$ cat src/rtl/sram_mem_controller.sv
// Memory-stage controller that fronts a multi-cycle word-wide SRAM and stalls the pipeline via ready.
// Optional feature macro: SRAM_POSTED_WRITE_EN (stores retire without a stall and complete in the background).
module sram_mem_controller #(
    parameter int unsigned ADDR_W      = 16,
    parameter int unsigned WAIT_CYCLES = 5,
    parameter int unsigned BASE_ADDR   = 1024
) (
    input  logic              clk,
    input  logic              rst,
    input  logic              MEM_R_EN,
    input  logic              MEM_W_EN,
    input  logic [31:0]       alu_res,
    input  logic [31:0]       rm_val,
    output logic [31:0]       data_mem,
    output logic              ready,
    output logic [ADDR_W-1:0] sram_addr,
    output logic [31:0]       sram_wdata,
    output logic              sram_we_n,
    output logic              sram_oe_n,
    input  logic [31:0]       sram_rdata
);

    typedef enum logic [1:0] {
        IDLE,
        ACCESS,
        DONE
    } state_t;

    state_t            state_q, state_d;
    logic [3:0]        cnt_q;
    logic [ADDR_W-1:0] addr_q;
    logic [31:0]       wdata_q;
    logic [31:0]       rdata_q;
    logic              write_q;
    logic              req;
    logic              last_beat;
    logic [ADDR_W-1:0] word_addr;

    assign req       = MEM_R_EN | MEM_W_EN;
    assign last_beat = (cnt_q == 4'(WAIT_CYCLES - 1));
    // Out-of-window addresses wrap silently; the byte offset bits are dropped.
    assign word_addr = ADDR_W'((alu_res - 32'(BASE_ADDR)) >> 2);

    assign sram_addr  = addr_q;
    assign sram_wdata = wdata_q;

    // NOTE: state registers use non-blocking assignments so every flop samples pre-edge values.
    always_ff @(posedge clk or posedge rst) begin
        if (rst) begin
            state_q <= IDLE;
            cnt_q   <= '0;
            addr_q  <= '0;
            wdata_q <= '0;
            rdata_q <= '0;
            write_q <= 1'b0;
        end else begin
            state_q <= state_d;
            case (state_q)
                IDLE: begin
                    if (req) begin
                        addr_q  <= word_addr;
                        wdata_q <= rm_val;
                        write_q <= MEM_W_EN;
                        cnt_q   <= '0;
                    end
                end
                ACCESS: begin
                    cnt_q <= cnt_q + 4'd1;
                    if (last_beat && !write_q) begin
                        rdata_q <= sram_rdata;
                    end
                end
                default: ;
            endcase
        end
    end

    // NOTE: every output of this block gets a default first so no latch is inferred.
    always_comb begin
        state_d   = state_q;
        ready     = 1'b0;
        sram_we_n = 1'b1;
        sram_oe_n = 1'b1;
        data_mem  = '0;
        unique case (state_q)
            IDLE: begin
                ready = ~req;
                if (req) begin
                    state_d = ACCESS;
                end
`ifdef SRAM_POSTED_WRITE_EN
                if (MEM_W_EN) begin
                    ready = 1'b1;
                end
`endif
            end
            ACCESS: begin
                sram_we_n = ~write_q;
                sram_oe_n = write_q;
`ifdef SRAM_POSTED_WRITE_EN
                // A posted store already retired; only a new request has to wait for it.
                if (write_q) begin
                    ready = ~req;
                end
                if (last_beat) begin
                    state_d = write_q ? IDLE : DONE;
                end
`else
                if (last_beat) begin
                    state_d = DONE;
                end
`endif
            end
            DONE: begin
                ready    = 1'b1;
                data_mem = write_q ? 32'd0 : rdata_q;
                state_d  = IDLE;
            end
            default: begin
                state_d = IDLE;
            end
        endcase
    end

endmodule

$ cat config.mk
export PLATFORM = sky130hd
export DESIGN_NAME = sram_mem_controller
export DESIGN_NICKNAME = d
export VERILOG_FILES = /design/src/rtl/sram_mem_controller.sv
export SDC_FILE = /design/constraint.sdc
export NUM_CORES = 1
export LEC_CHECK = 0
export ABC_CLOCK_PERIOD_IN_PS = 7000
export CORE_ASPECT_RATIO = 1.1
export CORE_MARGIN = 3
export CORE_UTILIZATION = 45
export CTS_BUF_LIST = sky130_fd_sc_hd__clkbuf_2
export CTS_CLUSTER_SIZE = 40
export DETAILED_ROUTE_END_ITERATION = 6
export PLACE_DENSITY = 0.88
export SLEW_MARGIN = 20
export SYNTH_ARGS = -nofsm -noshare
export SYNTH_HDL_FRONTEND = slang
export SYNTH_SLANG_ARGS = --single-unit
$ cat constraint.sdc
create_clock -name clk -period 7 [get_ports clk]
set_input_delay 1.4 -clock clk [delete_from_list [all_inputs] [get_ports clk]]
set_output_delay 1.4 -clock clk [all_outputs]
set_load 0.01 [all_outputs]
==> results of run 1 <==
==> per-layer routing <==
layer | share of wire, % | wire (um) | global-route usage (%)
met1 | 39 | 3382 | 21.45
met2 | 48 | 4178 | 30.91
met3 | 11 | 973 | 8.321
met4 | 2.1 | 183 | 6.556
met5 | 0 | 0 | 0
==> Yosys cell counts (all sizes together) <==
cell and number:
nor2 7, inv 7, nand3b 2, or4 2, a21oi 8, a22o 3, xnor2 2, nor3b 2
ha 3, a31oi 4, nand2 2, buf 10, nand3 1, nand2b 2, mux2i 1, xor2 1
o21bai 1, and2 32, o21ai 3, or3 5, clkbuf 4, nor2b 1, a21o 1, o31ai 1
or2 1, mux2 75, nor3 1, dfrtp 87
==> power by group <==
part           total [mW]  switching (mW)  leakage (nW)  internal [mW]
registers           0.896           0.142          1.02          0.754
clock network       0.245           0.163        0.0616         0.0817
logic               0.940           0.328          1.36          0.612
total                2.08           0.633          2.44           1.45
==> path summary, 6_finish.rpt <==
path                       cells past startpoint                        end                       from
hold / removal                                 1  sram_wdata[0]$_DFFE_PP0P_  sram_wdata[0]$_DFFE_PP0P_
min in group asynchronous                      3     rdata_q[4]$_DFFE_PP0P_                        rst
setup reg to reg                               5    rdata_q[15]$_DFFE_PP0P_       cnt_q[0]$_DFFE_PP0P_
hold reg to reg                                1  sram_wdata[0]$_DFFE_PP0P_  sram_wdata[0]$_DFFE_PP0P_
max in group asynchronous                      3  sram_wdata[8]$_DFFE_PP0P_                        rst
setup / recovery                               5                      ready                   MEM_W_EN
==> per-stage QoR <==
| stage | area (sq um) | power (mW) | utilization (%) |
|---|---|---|---|
| after floorplan | 3792 | 1.395 | - |
| after global placement | 5548 | 1.819 | 69.00 |
| after detailed placement | 5548 | 1.861 | 69.00 |
| after CTS | 5659 | 2.109 | 70.39 |
| after global routing | 5663 | 2.216 | 70.43 |
| final | 5663 | 2.081 | 70.43 |
==> area by class of cell <==
type                            count  area share (%)
Clock inverter                      6           1.083
Sequential cell                    87           38.44
Multi-Input combinational cell    161           26.78
Clock buffer                       10          0.8838
Tap cell                          108           2.386
Timing Repair Buffer              170           29.94
Inverter                            7          0.4861
==> logic make-up after synthesis <==
group / share of synthesized area [%]
compound gates: 3.398
xor+xnor: 0.6930
fa+ha+maj: 0.9899
buf+inv: 2.903
flops: 57.41
mux: 25.50
simple gates: 9.106
==> state kept, by name (all words and copies together), names as in the netlist <==
name and count:
rdata_q 32, sram_wdata 32, sram_addr 16, cnt_q 4, state_q 2, write_q 1
==> results.py, run 1 <==
metrics = {
    "status": {
        "outcome": "finished clean",
    },
    "flow_run": {
        "cap_violations": 0,
    },
    "cts": {
        "cts_tree": "yes",
        "postCtsSetupRepairBufs": 0,
        "cts-buffers-inserted": 9,
        "cts.path.max_buffers": 2,
        "cts_max_level": 3,
        "clock_latency_ns": 0.50,
        "cts_sinks": 87,
        "postCtsResizedCells": 0,
        "clkTransAtPathRegs_ns": 0.22,
        "cts_hold_buf": 0,
        "cts-root-buf": "clkbuf_2",
    },
    "min_path": {
        "worstHoldPathType": "reg -> reg",
    },
    "finish": {
        "areaGrowthSynthToFinish_pct": 49.32,
        "nets": 539,
        "n_antenna_cell": 0,
        "regArea_sq_mm": 0.002177,
        "layout-drive-gt1-share_pct": 21.77,
        "final_cell_mix": "clkdlybuf4s50_1 (166), dfrtp_1 (87), mux2_2 (42)",
        "multi_input_area_sq_mm": 0.001516,
        "final_common_cell": "clkdlybuf4s50_1",
        "instances_no_fill": 549,
        "fillers": 538,
    },
    "routing": {
        "drt_iter0_drc": 51,
        "first_pass_iters": 4,
        "ant_nets": 0,
        "viasPerCell": 4.851,
        "vias": 2663,
        "wl_per_cell_um": 15.88,
        "drc": 0,
        "totalWireLength_um": 8717,
    },
    "pwr": {
        "powerDensity_mw_per_mm2": 367.5,
        "p_leak_nw": 2.441,
        "ir_drop_uv": 204.3,
    },
    "setup_path": {
        "cp.arrival_ns": 2.69,
        "path_class": "in -> out",
        "worst_path_most_repeated_cell": "nor2_1",
        "critPathBufInv": 2,
        "critPathMaxFanout": 3,
        "end_kind": "primary output",
        "critPathTopFamily": "buffers and inverters",
        "startpoint_type": "input pin",
        "cp_slowest_cell": "clkdlybuf4s50_1",
        "path_cells": "clkdlybuf4s50_1, nor2_1, nor2_1, nor2_1, clkdlybuf4s50_1",
        "worstPathRequired_ns": 5.60,
        "slowest_delay_ns": 0.54,
        "reg2reg_slack_ns": 4.73,
    },
    "floorplan": {
        "dieArea_sq_mm": 0.009566,
        "rows": 34,
        "start_util_pct": 47.17,
        "die_y_um": 102.3,
        "die_x_um": 93.53,
        "ios": 183,
        "core_sq_mm": 0.008040,
    },
    "logic_synthesis": {
        "synth_nets": 372,
        "yosysTopAreaCell": "dfrtp_1",
        "ys.warnings.count": 0,
        "syn_area_sq_mm": 0.003792,
        "synth_area_leaders": "dfrtp_1 (57%), mux2_2 (12%), mux2_4 (12%)",
        "syn_avg_cell_area_sq_um": 14.10,
        "ys_ff_latch": 87,
        "ys_seq_area_share_pct": 57.41,
        "yosysTopAreaCellShare_pct": 57.41,
        "synth.distinct_cells": 31,
        "syn_inst": 269,
    },
    "sta": {
        "hold_viol": 0,
        "period_minus_slack_ns": 4.092,
        "finalSetupTns_ns": 0,
        "holdWs_ns": 0.5200,
        "finalCritPeriodShare_pct": 58.45,
        "setup_viol": 0,
        "maxSlewViolCount": 0,
        "fmax_ghz": 0.2444,
        "skew_ns": 0.02976,
        "rsz0062_at_grt": "false",
        "fin_ws_ns": 2.908,
        "worst_pin_slew_ns": 1.014,
        "slew-limit-headroom_pct": 32.39,
    },
    "global_route": {
        "antenna_found_initial": 0,
        "grt_pass1_wl_um": 13790,
        "grt_remaining_overflow": 0,
        "grt_max_degree": 88,
        "grt_pass1_vias": 2767,
        "track_usage_pct": 18.60,
    },
    "placed_design": {
        "pre_cts_ws_ns": 2.889,
        "placedCellCount": 533,
        "port_buffers": 166,
        "gp_congestion": 0.7612,
        "dp.final_hpwl_um": 6463,
    },
}
Note: power is estimated with default switching activity, not from simulation.
==> run 2: changes to the inputs <==
--- a/config.mk
+++ b/config.mk
@@ -5,14 +5,14 @@
 export SDC_FILE = /design/constraint.sdc
 export NUM_CORES = 1
 export LEC_CHECK = 0
-export ABC_CLOCK_PERIOD_IN_PS = 7000
+export ABC_CLOCK_PERIOD_IN_PS = 3280
 export CORE_ASPECT_RATIO = 1.1
 export CORE_MARGIN = 3
-export CORE_UTILIZATION = 45
+export CORE_UTILIZATION = 38
 export CTS_BUF_LIST = sky130_fd_sc_hd__clkbuf_2
 export CTS_CLUSTER_SIZE = 40
 export DETAILED_ROUTE_END_ITERATION = 6
-export PLACE_DENSITY = 0.88
+export PLACE_DENSITY = 0.79
 export SLEW_MARGIN = 20
 export SYNTH_ARGS = -nofsm -noshare
 export SYNTH_HDL_FRONTEND = slang
==> constraint.sdc (replaced) <==
create_clock -name clk -period 3.28 [get_ports clk]
set_input_delay 0.656 -clock clk [delete_from_list [all_inputs] [get_ports clk]]
set_output_delay 0.656 -clock clk [all_outputs]
set_load 0.01 [all_outputs]
==> results.py, run 2 (synthesis gave the netlist of run 1 again) <==
metrics = {
    "cts": {
        "cts_hold_buf": 0,
        "cts_tree": "yes",
        "cts-buffers-inserted": 9,
        "cts.path.max_buffers": 2,
        "cts_sinks": 87,
        "clock_latency_ns": 0.52,
        "cts_max_level": 3,
        "postCtsSetupRepairBufs": 0,
        "cts-root-buf": "clkbuf_2",
        "postCtsResizedCells": 0,
        "clkTransAtPathRegs_ns": 0.27,
    },
    "routing": {
        "ant_nets": 0,
        "totalWireLength_um": 8906,
        "vias": 2692,
        "drt_iter0_drc": 74,
        "first_pass_iters": 4,
        "drc": 0,
        "viasPerCell": 4.833,
        "wl_per_cell_um": 15.99,
    },
    "setup_path": {
        "reg2reg_slack_ns": 0.99,
        "reg2reg_depth": 5,
        "end_kind": "primary output",
        "cp_slowest_cell": "dfrtp_1",
        "worstPathRequired_ns": 2.62,
        "critPathMaxFanout": 32,
        "path_cells": "nor3b_2, buf_4, and2_1, clkdlybuf4s50_1",
        "rr_endpoint": "rdata_q[17]$_DFFE_PP0P_",
        "reg2reg_from": "cnt_q[0]$_DFFE_PP0P_",
        "cp.arrival_ns": 2.26,
        "path_class": "reg -> out",
        "startpoint_type": "flip-flop",
        "critPathBufInv": 2,
        "slowest_delay_ns": 0.56,
        "critPathTopFamily": "buffers and inverters",
    },
    "global_route": {
        "grt_remaining_overflow": 0,
        "track_usage_pct": 16.43,
        "antenna_found_initial": 1,
        "grt_max_degree": 53,
        "grt_pass1_vias": 2915,
        "grt_pass1_wl_um": 14710,
    },
    "placed_design": {
        "dp.final_hpwl_um": 6565,
        "gp_congestion": 0.7455,
        "placedCellCount": 541,
        "port_buffers": 166,
    },
    "sta": {
        "finalSetupTns_ns": 0,
        "hold_viol": 0,
        "slew-limit-headroom_pct": 31.60,
        "skew_ns": 0.02948,
        "period_minus_slack_ns": 2.916,
        "worst_pin_slew_ns": 1.026,
        "finalCritPeriodShare_pct": 88.90,
        "setup_viol": 0,
        "maxSlewViolCount": 0,
        "rsz0062_at_grt": "false",
        "fmax_ghz": 0.3429,
    },
    "floorplan": {
        "start_util_pct": 39.77,
        "core_sq_mm": 0.009537,
        "die_x_um": 101.3,
        "ios": 183,
        "die_y_um": 110.8,
        "rows": 37,
        "dieArea_sq_mm": 0.01122,
    },
    "pwr": {
        "ir_drop_uv": 438.4,
        "p_leak_nw": 2.465,
        "powerDensity_mw_per_mm2": 796.0,
    },
    "finish": {
        "final_common_cell": "clkdlybuf4s50_1",
        "fillers": 788,
        "n_antenna_cell": 0,
        "layout-drive-gt1-share_pct": 21.59,
        "final_cell_mix": "clkdlybuf4s50_1 (166), dfrtp_1 (87), mux2_2 (42)",
        "nets": 538,
        "areaGrowthSynthToFinish_pct": 50.74,
        "instances_no_fill": 557,
    },
    "status": {
        "outcome": "finished clean",
    },
    "flow_run": {
        "cap_violations": 0,
    },
    "min_path": {
        "worstHoldPathType": "in -> async",
    },
}
[run 2: per-stage QoR]
stage	cell area [sq um]	worst slack, ns	hold WS, ns	utilization, %	total power, mW
after floorplan	3792	0.3738	0.4704	-	2.976
after global placement	5577	0.6564	0.4667	58.48	3.892
after detailed placement	5577	0.6522	0.4750	58.48	3.979
after CTS	5717	0.2501	0.4339	59.94	4.625
after global routing	5717	0.1397	0.4517	59.94	4.870
final	5717	0.3641	0.4745	59.94	4.551
[run 2: worst reg2reg max path, stage by stage, from the launching register on]
cell	delay, ns
dfrtp_1	0.47
inv_1	0.07
ha_1	0.14
nand3b_1	0.12
or3_2	0.91
mux2_4	0.48
[run 2: worst max-delay path by stage]
stage                           start              endpoint  slack [ns]  cells after the start
2_1_floorplan                     rst  cnt_q[0]$_DFFE_PP0P_        0.37                      1
3_3_place_gp                 MEM_W_EN                 ready        0.66                      5
3_5_place_dp                 MEM_W_EN                 ready        0.65                      5
4_1_cts        state_q[1]$_DFFE_PP0P_          data_mem[12]        0.25                      4
5_1_grt        state_q[1]$_DFFE_PP0P_          data_mem[20]        0.14                      4
6_report       state_q[1]$_DFFE_PP0P_          data_mem[12]        0.36                      4
[run 2: area by class of cell]
type,instances,area (sq um),share of cell area [%]
clock buffer,9,45.04,0.7879
inverter,7,27.53,0.4815
multi-input combinational,161,1516,26.53
clock inverter,7,95.09,1.663
timing repair buffer,169,1709,29.90
sequential,87,2177,38.08
tap,117,146.4,2.561
[run 2: where the power goes]
group	leakage [nW]	internal [mW]	total, mW	switching (mW)
registers	1.02	1.61	1.91	0.298
logic	1.36	1.31	2.02	0.703
clock network	0.0843	0.256	0.629	0.373
[run 2: routing by layer]
metal  vias up  global-route usage, %  wire length, um
met2       110                  26.88             4346
met3        12                  6.104              855
li1       1261                      -                -
met1      1307                  19.72             3562
met4         2                  5.585              129
met5         -                      0               12
